[config.mk]
export PLATFORM = sky130hd
export DESIGN_NAME = rgb_led_scheduler
export DESIGN_NICKNAME = d
export VERILOG_FILES = /design/src/rtl/led_ctrl_pkg.sv /design/src/rtl/btn_debounce.sv /design/src/rtl/rgb_led_scheduler.sv
export SDC_FILE = /design/constraint.sdc
export NUM_CORES = 1
export LEC_CHECK = 0
export CORE_ASPECT_RATIO = 0.9
export CORE_MARGIN = 1
export CORE_UTILIZATION = 30
export DETAILED_ROUTE_END_ITERATION = 8
export PLACE_DENSITY = 0.49
export SKIP_LAST_GASP = 1
export SYNTH_ARGS = -nofsm -noshare
export SYNTH_HDL_FRONTEND = slang
export SYNTH_SLANG_ARGS = --single-unit
[constraint.sdc]
create_clock -name I_CLK_100MHZ -period 5.8 [get_ports I_CLK_100MHZ]
set_input_delay 1.16 -clock I_CLK_100MHZ [delete_from_list [all_inputs] [get_ports I_CLK_100MHZ]]
set_output_delay 1.16 -clock I_CLK_100MHZ [all_outputs]
set_load 0.005 [all_outputs]
[src/rtl/led_ctrl_pkg.sv]
// Shared constants and types for the RGB LED scheduler: mode codes, button indices,
// brightness/ramp/PWM constants and the debouncer state encoding.
package led_ctrl_pkg;

  typedef enum logic [1:0] {
    MODE_OFF     = 2'd0,
    MODE_SOLID   = 2'd1,
    MODE_CHASE   = 2'd2,
    MODE_BREATHE = 2'd3
  } mode_e;

  // DB_IDLE waits for a stable release; DB_ARMED waits for a stable press.
  typedef enum logic {
    DB_IDLE  = 1'b0,
    DB_ARMED = 1'b1
  } db_state_e;

  localparam int BTN_NEXT  = 0;
  localparam int BTN_PAUSE = 1;
  localparam int BTN_UP    = 2;
  localparam int BTN_DOWN  = 3;

  localparam int         NUM_LEDS     = 4;
  localparam int         PWM_W        = 8;
  localparam logic [3:0] BRIGHT_RESET = 4'd8;
  localparam logic [7:0] RAMP_STEP    = 8'd16;

  function automatic mode_e next_mode(input mode_e m);
    case (m)
      MODE_OFF:     return MODE_SOLID;
      MODE_SOLID:   return MODE_CHASE;
      MODE_CHASE:   return MODE_BREATHE;
      default:      return MODE_OFF;
    endcase
  endfunction

endpackage

[src/rtl/btn_debounce.sv]
// Button conditioner: 2-FF synchronizer then a debouncer that emits one pulse per
// press, only after the input has first been seen stably released.
module btn_debounce
  import led_ctrl_pkg::*;
#(
  parameter int P_DEBOUNCE_CYCLES = 1_000_000
) (
  input  logic clk,
  input  logic rst,
  input  logic btn,
  output logic pulse
);

  localparam int CW = (P_DEBOUNCE_CYCLES > 1) ? $clog2(P_DEBOUNCE_CYCLES) : 1;

  logic [1:0]    sync_q;
  logic          level;
  db_state_e     state_q, state_d;
  logic [CW-1:0] cnt_q, cnt_d;
  logic          pulse_d;

  assign level = sync_q[1];

  always_ff @(posedge clk or posedge rst) begin
    if (rst) begin
      sync_q  <= 2'b00;
      state_q <= DB_IDLE;
      cnt_q   <= '0;
      pulse   <= 1'b0;
    end else begin
      sync_q  <= {sync_q[0], btn};
      state_q <= state_d;
      cnt_q   <= cnt_d;
      pulse   <= pulse_d;
    end
  end

  // The counter only runs while the level matches what the current state waits for;
  // any bounce back restarts it.
  always_comb begin
    state_d = state_q;
    cnt_d   = '0;
    pulse_d = 1'b0;
    if (level == (state_q == DB_ARMED)) begin
      if (cnt_q == CW'(P_DEBOUNCE_CYCLES - 1)) begin
        state_d = (state_q == DB_ARMED) ? DB_IDLE : DB_ARMED;
        pulse_d = (state_q == DB_ARMED);
      end else begin
        cnt_d = cnt_q + CW'(1);
      end
    end
  end

endmodule

[src/rtl/rgb_led_scheduler.sv]
// Four-LED RGB animation controller: mode FSM, brightness, step timer, chase/breathe
// sequencing and registered 8-bit PWM on all twelve channels.
module rgb_led_scheduler
  import led_ctrl_pkg::*;
#(
  parameter int P_STEP_CYCLES     = 10_000_000,
  parameter int P_DEBOUNCE_CYCLES = 1_000_000
) (
  input  logic       I_CLK_100MHZ,
  input  logic       I_RST,
  input  logic [3:0] I_SW,
  input  logic [3:0] I_BTN,
  output logic [3:0] O_LED,
  output logic [3:0] O_LED_R,
  output logic [3:0] O_LED_G,
  output logic [3:0] O_LED_B
);

  localparam int STEP_W = (P_STEP_CYCLES > 1) ? $clog2(P_STEP_CYCLES) : 1;

  logic [3:0]        btn_pulse;
  mode_e             mode_q, mode_d;
  logic              mode_chg;
  logic              paused_q;
  logic [3:0]        bright_q;
  logic [STEP_W-1:0] step_cnt_q;
  logic              step_tick;
  logic              hb_q;
  logic [1:0]        pos_q, col_q;
  logic [7:0]        ramp_q;
  logic              ramp_down_q;
  logic [PWM_W-1:0]  pwm_cnt_q;
  logic [11:0]       breathe_prod;
  logic [PWM_W-1:0]  base_duty, breathe_duty;
  logic [PWM_W-1:0]  duty_r [NUM_LEDS];
  logic [PWM_W-1:0]  duty_g [NUM_LEDS];
  logic [PWM_W-1:0]  duty_b [NUM_LEDS];
  logic [3:0]        r_on, g_on, b_on;

  for (genvar i = 0; i < 4; i++) begin : g_btn
    btn_debounce #(.P_DEBOUNCE_CYCLES(P_DEBOUNCE_CYCLES)) u_db (
      .clk  (I_CLK_100MHZ),
      .rst  (I_RST),
      .btn  (I_BTN[i]),
      .pulse(btn_pulse[i])
    );
  end

  always_ff @(posedge I_CLK_100MHZ or posedge I_RST) begin
    if (I_RST) mode_q <= MODE_OFF;
    else       mode_q <= mode_d;
  end

  always_comb begin
    mode_d   = mode_q;
    mode_chg = 1'b0;
    if (btn_pulse[BTN_NEXT]) begin
      mode_d   = next_mode(mode_q);
      mode_chg = 1'b1;
    end
  end

  assign step_tick = !paused_q && (step_cnt_q == STEP_W'(P_STEP_CYCLES - 1));

  always_ff @(posedge I_CLK_100MHZ or posedge I_RST) begin
    if (I_RST) begin
      paused_q    <= 1'b0;
      bright_q    <= BRIGHT_RESET;
      step_cnt_q  <= '0;
      hb_q        <= 1'b0;
      pos_q       <= 2'd0;
      col_q       <= 2'd0;
      ramp_q      <= 8'd0;
      ramp_down_q <= 1'b0;
    end else begin
      if (btn_pulse[BTN_PAUSE]) paused_q <= ~paused_q;

      case ({btn_pulse[BTN_UP], btn_pulse[BTN_DOWN]})
        2'b10:   if (bright_q != 4'd15) bright_q <= bright_q + 4'd1;
        2'b01:   if (bright_q != 4'd0)  bright_q <= bright_q - 4'd1;
        default: ;
      endcase

      // A mode change restarts the animation from its first frame.
      if (mode_chg) begin
        step_cnt_q  <= '0;
        pos_q       <= 2'd0;
        col_q       <= 2'd0;
        ramp_q      <= 8'd0;
        ramp_down_q <= 1'b0;
      end else if (step_tick) begin
        step_cnt_q <= '0;
        hb_q       <= ~hb_q;
        pos_q      <= pos_q + 2'd1;
        if (pos_q == 2'd3) col_q <= (col_q == 2'd2) ? 2'd0 : col_q + 2'd1;
        if (!ramp_down_q) begin
          if (ramp_q > (8'hFF - RAMP_STEP)) begin
            ramp_q      <= 8'hFF;
            ramp_down_q <= 1'b1;
          end else begin
            ramp_q <= ramp_q + RAMP_STEP;
          end
        end else begin
          if (ramp_q < RAMP_STEP) begin
            ramp_q      <= 8'd0;
            ramp_down_q <= 1'b0;
          end else begin
            ramp_q <= ramp_q - RAMP_STEP;
          end
        end
      end else if (!paused_q) begin
        step_cnt_q <= step_cnt_q + STEP_W'(1);
      end
    end
  end

  assign base_duty    = {bright_q, bright_q};
  assign breathe_prod = {4'b0, ramp_q} * {8'b0, bright_q};
  assign breathe_duty = breathe_prod[11:4];

  always_comb begin
    for (int n = 0; n < NUM_LEDS; n++) begin
      duty_r[n] = '0;
      duty_g[n] = '0;
      duty_b[n] = '0;
      case (mode_q)
        MODE_SOLID: begin
          duty_r[n] = base_duty;
          duty_g[n] = base_duty;
          duty_b[n] = base_duty;
        end
        MODE_CHASE: begin
          if (pos_q == 2'(n)) begin
            if (col_q == 2'd0) duty_r[n] = base_duty;
            if (col_q == 2'd1) duty_g[n] = base_duty;
            if (col_q == 2'd2) duty_b[n] = base_duty;
          end
        end
        MODE_BREATHE: begin
          duty_r[n] = breathe_duty;
          duty_g[n] = breathe_duty;
          duty_b[n] = breathe_duty;
        end
        default: ;
      endcase
      r_on[n] = I_SW[n] && (pwm_cnt_q < duty_r[n]);
      g_on[n] = I_SW[n] && (pwm_cnt_q < duty_g[n]);
      b_on[n] = I_SW[n] && (pwm_cnt_q < duty_b[n]);
    end
  end

  always_ff @(posedge I_CLK_100MHZ or posedge I_RST) begin
    if (I_RST) begin
      pwm_cnt_q <= '0;
      O_LED     <= 4'd0;
      O_LED_R   <= 4'd0;
      O_LED_G   <= 4'd0;
      O_LED_B   <= 4'd0;
    end else begin
      pwm_cnt_q <= pwm_cnt_q + PWM_W'(1);
      O_LED     <= {hb_q, paused_q, mode_q};
      O_LED_R   <= r_on;
      O_LED_G   <= g_on;
      O_LED_B   <= b_on;
    end
  end

endmodule
Yosys cells after proc, flatten, opt, wreduce, memory -nomap -nowiden
Index checks and enable logic that the tools add are counted.
{"block": "op_classes", "n_addsub": 12, "n_mul": 1, "magnitude_cmp": 14, "n_eq_ne": 23, "mux": 71, "n_bitwise": 3, "reduce_logical": 28}
{"cell": "8-bit one-hot mux with 3 select lines", "count": 12}
{"cell": "20-bit two-way mux", "count": 8}
{"cell": "8-bit two-way mux", "count": 20}
{"cell": "8-bit less-than comparator", "count": 12}
{"cell": "20-bit by 1-bit adder with 20-bit output (second input constant)", "count": 4}
{"cell": "20-bit equality test (second input constant)", "count": 4}
{"cell": "24-bit two-way mux", "count": 3}
{"cell": "24-bit by 1-bit adder with 24-bit output (second input constant)", "count": 1}
{"cell": "24-bit equality test (second input constant)", "count": 1}
{"cell": "1-bit two-way mux", "count": 18}
{"cell": "1-bit logical AND", "count": 13}
{"cell": "2-bit equality test (second input constant)", "count": 6}
{"cell": "8-bit by 4-bit multiplier with 12-bit output", "count": 1}
{"cell": "2-bit two-way mux", "count": 6}
{"cell": "2-bit AND reduction", "count": 6}
{"cell": "8-bit by 1-bit adder with 8-bit output (second input constant)", "count": 1}
{"cell": "8-bit by 5-bit adder with 8-bit output (second input constant)", "count": 1}
{"cell": "2-bit by 1-bit equality test with 1-bit output (second input constant)", "count": 4}
{"cell": "8-bit > comparator (second input constant)", "count": 1}
{"cell": "8-bit by 5-bit less-than comparator with 1-bit output (second input constant)", "count": 1}
{"cell": "4-bit two-way mux", "count": 2}
{"cell": "4-bit one-hot mux with 2 select lines", "count": 1}
{"cell": "8-bit by 5-bit subtractor with 8-bit output (second input constant)", "count": 1}
{"cell": "2-bit logical NOT", "count": 3}
{"cell": "other kinds (13)", "count": 22}
{"block": "word_totals", "regBits": 165, "in_bits": 10, "output_inout_bits": 16, "wordCells": 182}

Longest topological paths before layout
{"block": "depth", "ltp_word": 6, "mapped_depth": 21, "mapped_depth_nobuf": 18}

Hierarchy
From an unflattened synthesis, not the netlist that was laid out.
{"block": "unflattened", "cells_unflattened": 1344, "hier_area_um2": 11771.3}
{"module": "rgb_led_scheduler", "n_inst": 1, "cells_each": 892, "area_each_um2": 7081.8, "seq_area_each_um2": 1652.8}
{"module": "btn_debounce", "n_inst": 4, "cells_each": 113, "area_each_um2": 1172.4, "seq_area_each_um2": 600.6}

Worst setup path before layout
No wires, ideal clock.
{"block": "synth_timing", "path_type": "flip-flop to flip-flop", "startpoint": "reg bright_q[2]", "endpoint": "reg O_LED_R[0]", "setup_ns": 0.066, "t_arrival_ns": 4.438, "t_required_ns": 5.734, "setup_slack_ns": 1.296, "path_stages_with_launch": 19, "path_buffers": 3, "synth_period_minus_slack_ns": 4.504, "cell_sequence": "dfrtp_1 clkbuf_1 xor2_1 xnor2_1 nor2_1 fa_1 ha_1 nand3_1 or3_1 clkbuf_1 a21boi_1 mux2_2 buf_2 a221oi_1 ha_1 a21o_1 a221o_1 a221oi_1 o21a_1"}
{"block": "synth_via", "elab_chain_len": 5, "word_cells_on_any_way": 6, "cone_classes": "mul: 1; order compare: 1; mux: 3; reduce/logical: 1"}
{"element": "start, declared", "line_no": "rgb_led_scheduler.sv:25", "rtl": "logic [3:0] bright_q;"}
{"element": "start signal, assigned", "line_no": "rgb_led_scheduler.sv:79", "rtl": "2'b10: if (bright_q != 4'd15) bright_q <= bright_q + 4'd1;"}
{"element": "start signal, assigned", "line_no": "rgb_led_scheduler.sv:80", "rtl": "2'b01: if (bright_q != 4'd0) bright_q <= bright_q - 4'd1;"}
{"element": "parallel branches: the longest is 2 deep, another holds 8-bit by 4-bit multiplier with 12-bit output"}
{"element": "8-bit one-hot mux with 3 select lines *", "line_no": "rgb_led_scheduler.sv:126", "rtl": "case (mode_q)"}
{"element": "8-bit less-than comparator *", "line_no": "rgb_led_scheduler.sv:146", "rtl": "r_on[n] = I_SW[n] && (pwm_cnt_q < duty_r[n]);"}
{"element": "1-bit logical AND *", "line_no": "rgb_led_scheduler.sv:146"}
{"element": "via r_on[0]", "line_no": "rgb_led_scheduler.sv:38", "rtl": "logic [3:0] r_on, g_on, b_on;"}
{"element": "end signal, assigned", "line_no": "rgb_led_scheduler.sv:162", "rtl": "O_LED_R <= r_on;"}
{"element": "end, declared", "line_no": "rgb_led_scheduler.sv:14", "rtl": "output logic [3:0] O_LED_R,"}
Mark *: on every way through the listed nets, which the timed path passes.
A chain may end at the register's enable or synchronous reset.

Worst setup path after layout
{"block": "layout_timing", "startpoint": "reg bright_q[2]", "endpoint": "reg O_LED_R[2]"}
The elaborated chain is that of the path after synthesis.

==> results.txt <==
----------------------------------------------------
[Worst setup path]
  RR Startpoint ... bright_q[2]
  Critical path launch point type ... register
  CP Max Fanout ... 16
  Data arrival time at the worst-slack endpoint ... 5200 ps
  Timing startpoint of the critical path ... bright_q[2]
  Worst setup slack for register-to-register paths ... 960 ps
  Critical Path End Type ... register
  Critical path class ... reg2reg
  Req. time, crit path ... 6160 ps

[STA]
  Setup repair after global routing missed its margin ... no
  Period Utilization, post-route ... 0.834
  Final max-slew violation count ... 0
  Setup Viol. Count Final ... 0
  Hold violation total from the final report ... 0
  Minimum clock period after layout ... 4840 ps
  Remaining max-slew budget at the tightest pin ... 0.325
  Worst-Margin Slew ... 1000 ps
  Sum of negative setup slack ... 0 ps
  Peak Freq ... 207 MHz
  Worst setup skew after layout ... 11.3 ps

[Clock tree]
  Root buffer selected by CTS ... clkbuf_16
  Clock transition time at the flip-flop clock pins of the worst setup and hold paths ... 70 ps
  Number of H-tree levels ... 4
  Hold-fix buffer count after cts ... 0
  Clock insertion delay at the later pin of the skew report ... 430 ps
  TritonCTS clock tree ... built
  Number of buffers inserted during clock tree synthesis ... 17
  Post-CTS setup buffers ... 0
  PostCTS Resize Cnt ... 0
  Clock sink total ... around 160
  Longest Clk Path Bufs ... 2

[Global route]
  Remaining global-route overflow ... 0
  Maximum number of pins on one net before global-route repair ... about 80
  Number of global-route vias before repair ... 8934
  Wire length of the first global-routing pass ... 46.8 mm
  Number of antenna violations at the first check in global routing ... 0
  Gr usage total ... 0.153

[Route]
  DRC violations left ... 2
  Violation count after the first detailed-routing iteration ... 500
  M1 wire length ... 14.2 mm
  Routed wire length on met2 ... 12.3 mm
  Via/cell ratio ... 5.18
  Initial DRT Pass Iterations ... 7
  Total wire length ... 27.7 mm
  DRT antenna net count ... 0
  Top Layer Used ... met4
  Routed wire length per instance ... 15.9 µm
  Metal3 WL ... 787 µm
  Via count ... 8994

[Run]
  Number of maximum-capacitance violations ... 0

[Cells and area]
  Final layout net count ... 1376
  Number of inserted filler cells in the final layout ... 3830
  Fraction of the core area covered by cells at the end of the flow ... 0.342
  Fraction of layout instances using a drive strength above 1 ... 0.0750
  Final instance area ... roughly 13000 µm²
  Area delta synth->final ... 12.5%
  Total inserted antenna cells ... 0

[Placed design]
  RePlAce Congestion ... 0.823
  IO buf count ... 25
  Post-detailed-placement half-perimeter wirelength ... 18.7 mm
  Placed Instance Area ... ~12000 µm²

[Floorplan]
  Initial cell density of the core ... 0.304
  Placement Rows ... 67
  Total die area ... 38400 µm²
  Core Region ... about 37000 µm²
  Width of the chip ... 206 µm
  Die boundary height ... 186 µm
  Number of ports placed on the die boundary ... 26

[Yosys]
  Synthesized Nets ... approximately 1400
  Dominant combinational cell family by area after synthesis ... simple AND/OR/NAND/NOR gates
  Top-area cell type share of the netlist area ... 0.357
  Synthesized-area fraction occupied by adder cells ... 0.143
  Number of storage elements in the synthesis netlist ... 162
  Most used flip-flop cell after synthesis ... dfrtp_1
  Register area share after synthesis ... 0.359
  Share of synthesized cell area in and, or, nand and nor gates ... 0.219
  Yosys warning total ... 0
  Cell count after synthesis ... 1231
  Synthesized-area fraction occupied by ao, oa, aoi and oai cells ... 0.154
  Xor and xnor fraction of the mapped netlist area ... 0.0885
  Fraction of synthesized area in multiplexers ... 0.00555
  Number of different library cells in the post-synthesis netlist ... 74
  Number of synthesized flops with an enable pin ... 0
  Leading cell types by total area after synthesis ... dfrtp_1 (36%), ha_1 (13%), xor2_1 (5.0%), nor2_1 (4.9%), xnor2_1 (3.9%)
  Cell taking the most area after synthesis ... dfrtp_1
  Post-Syn Area ... 11300 µm²
  Per-instance average area after synthesis ... 9.16 µm²
  Post-synth ARST share ... 1.00

[Power]
  Overall power of the completed layout ... about 2400 µW
  Pwr per Cell Area ... 191 nW/µm²
  Leak Pwr ... 0.00544 µW
  Largest vdd supply drop ... between 0.15 and 0.2 mV

[Worst hold path]
  Startpoint of the most critical hold path ... g_btn[3].u_db.sync_q[0]
  Path type of the worst min-delay path ... reg2reg

[Outcome]
  Outcome ... complete, but fails checks
  Violated checks ... DRC

----------------------------------------------------
==> final timing paths <==
check                      cells past startpoint                      end
hold / removal                                 0  g_btn[3].u_db.sync_q[1]
setup reg to reg                              15               O_LED_R[2]
hold reg to reg                                0  g_btn[3].u_db.sync_q[1]
min in group asynchronous                      2   g_btn[1].u_db.cnt_q[4]
max in group asynchronous                      3               O_LED_G[3]
setup / recovery                              15               O_LED_R[2]
==> cell usage after synthesis, types with 2 or more instances <==
cell / number
nor4_2: 2
ha_1: 119
a221oi_1: 20
nor2b_1: 11
buf_6: 2
o221ai_1: 2
nand2_1: 89
a31oi_1: 10
clkbuf_1: 39
o211ai_1: 2
or3_1: 5
nand4b_1: 4
o21a_1: 3
o31ai_1: 3
o21ai_0: 30
a211oi_1: 15
nand2b_1: 17
nand3_1: 55
mux2_2: 2
a21o_1: 48
mux2i_1: 4
buf_2: 9
o311ai_0: 2
a41oi_1: 3
buf_1: 2
nand3b_1: 5
o2111ai_1: 3
nor2_1: 148
inv_1: 34
nand4_1: 25
fa_1: 6
nor3_1: 24
and3_1: 28
dfrtp_1: 161
nor4_1: 11
a21oi_1: 74
and4_1: 17
or4_1: 3
xor2_1: 64
or2_2: 3
a31o_2: 25
nor4b_1: 4
and2_1: 18
xnor2_1: 50
==> layout by cell type (no fill, tap or decap), drive strengths merged, types with 10 or more instances in the layout <==
cell / synthesis / layout
nor2: 148 / 148
nor3: 25 / 25
nor4: 13 / 13
nor2b: 11 / 11
clkdlybuf4s50: 0 / 25
a31o: 25 / 25
and4: 17 / 17
o21ai: 31 / 31
ha: 119 / 119
clkbuf: 39 / 18
inv: 34 / 40
nand4: 26 / 26
nand2b: 17 / 17
a31oi: 10 / 10
a21oi: 75 / 75
a221oi: 20 / 20
xor2: 64 / 64
dfrtp: 161 / 161
buf: 13 / 18
and3: 28 / 28
a211oi: 15 / 15
xnor2: 50 / 50
nand3: 55 / 55
and2: 19 / 19
nand2: 90 / 90
a21o: 48 / 48
==> metrics by stage <==
step / setup slack (ps) / std cells / hold WS [ps]
floorplan: 265 / 1231 / 331
finish: 960 / 1737 / 349
detailed placement: 1070 / 1705 / 343
global route: 596 / 1737 / 362
global placement: 1150 / 1705 / 339
CTS: 1040 / 1737 / 354
==> metal layers <==
metal  track usage  vias to the layer above
li1              -                     4464
met1         0.216                     4371
met2         0.240                      136
met3        0.0284                       23
met4        0.0382                        0
met5             0                        -
==> critical path, stage by stage (launching register included) <==
cell and delay, ps:
dfrtp_1 650, xor2_1 240, xnor2_1 140, nor2_1 80
fa_1 420, ha_1 370, nand3_1 150, or3_1 460
a21boi_1 230, mux2_2 470, a221oi_1 440, ha_1 340
and3_1 200, a221oi_1 320, o21ai_0 120, a31oi_1 140
==> registers in the layout (all words and copies together) (netlist names), 2 cells and up <==
signal and flops:
O_LED_R 4, pos_q 2, g_btn.u_db.pulse 4, O_LED 4, g_btn.u_db.cnt_q 80, ramp_q 5
g_btn.u_db.state_q 4, bright_q 4, step_cnt_q 24, O_LED_B 4, O_LED_G 4, col_q 2
mode_q 2, pwm_cnt_q 8, g_btn.u_db.sync_q 8
==> layout make-up <==
class / instances / area (µm²) / area share
Multi-Input combinational cell: 983 / 6880 / 0.542
Sequential cell: 162 / 4060 / 0.319
Tap cell: 483 / 604 / 0.0476
Clock buffer: 18 / 439 / 0.0346
Timing Repair Buffer: 43 / 385 / 0.0304
Clock inverter: 14 / 193 / 0.0152
Inverter: 34 / 133 / 0.0104
==> logic make-up after synthesis <==
kind of cell / after synthesis
XOR/XNOR: 114
buffers and inverters: 86
multiplexers: 6
flip-flops: 162
AND/OR/NAND/NOR: 482
AO/OA/AOI/OAI: 256
adder cells (fa/ha/maj): 125
==> power by group <==
group / total (µW) / internal, µW / leakage (µW) / switching [µW]
clock: 1220 / 704 / 0.000306 / 515
combinational: 55.3 / 15.0 / 0.00293 / 40.3
sequential: 1150 / 1140 / 0.00220 / 8.53
total: 2420 / 1860 / 0.00544 / 563
Power figures use the tool's default switching activity.
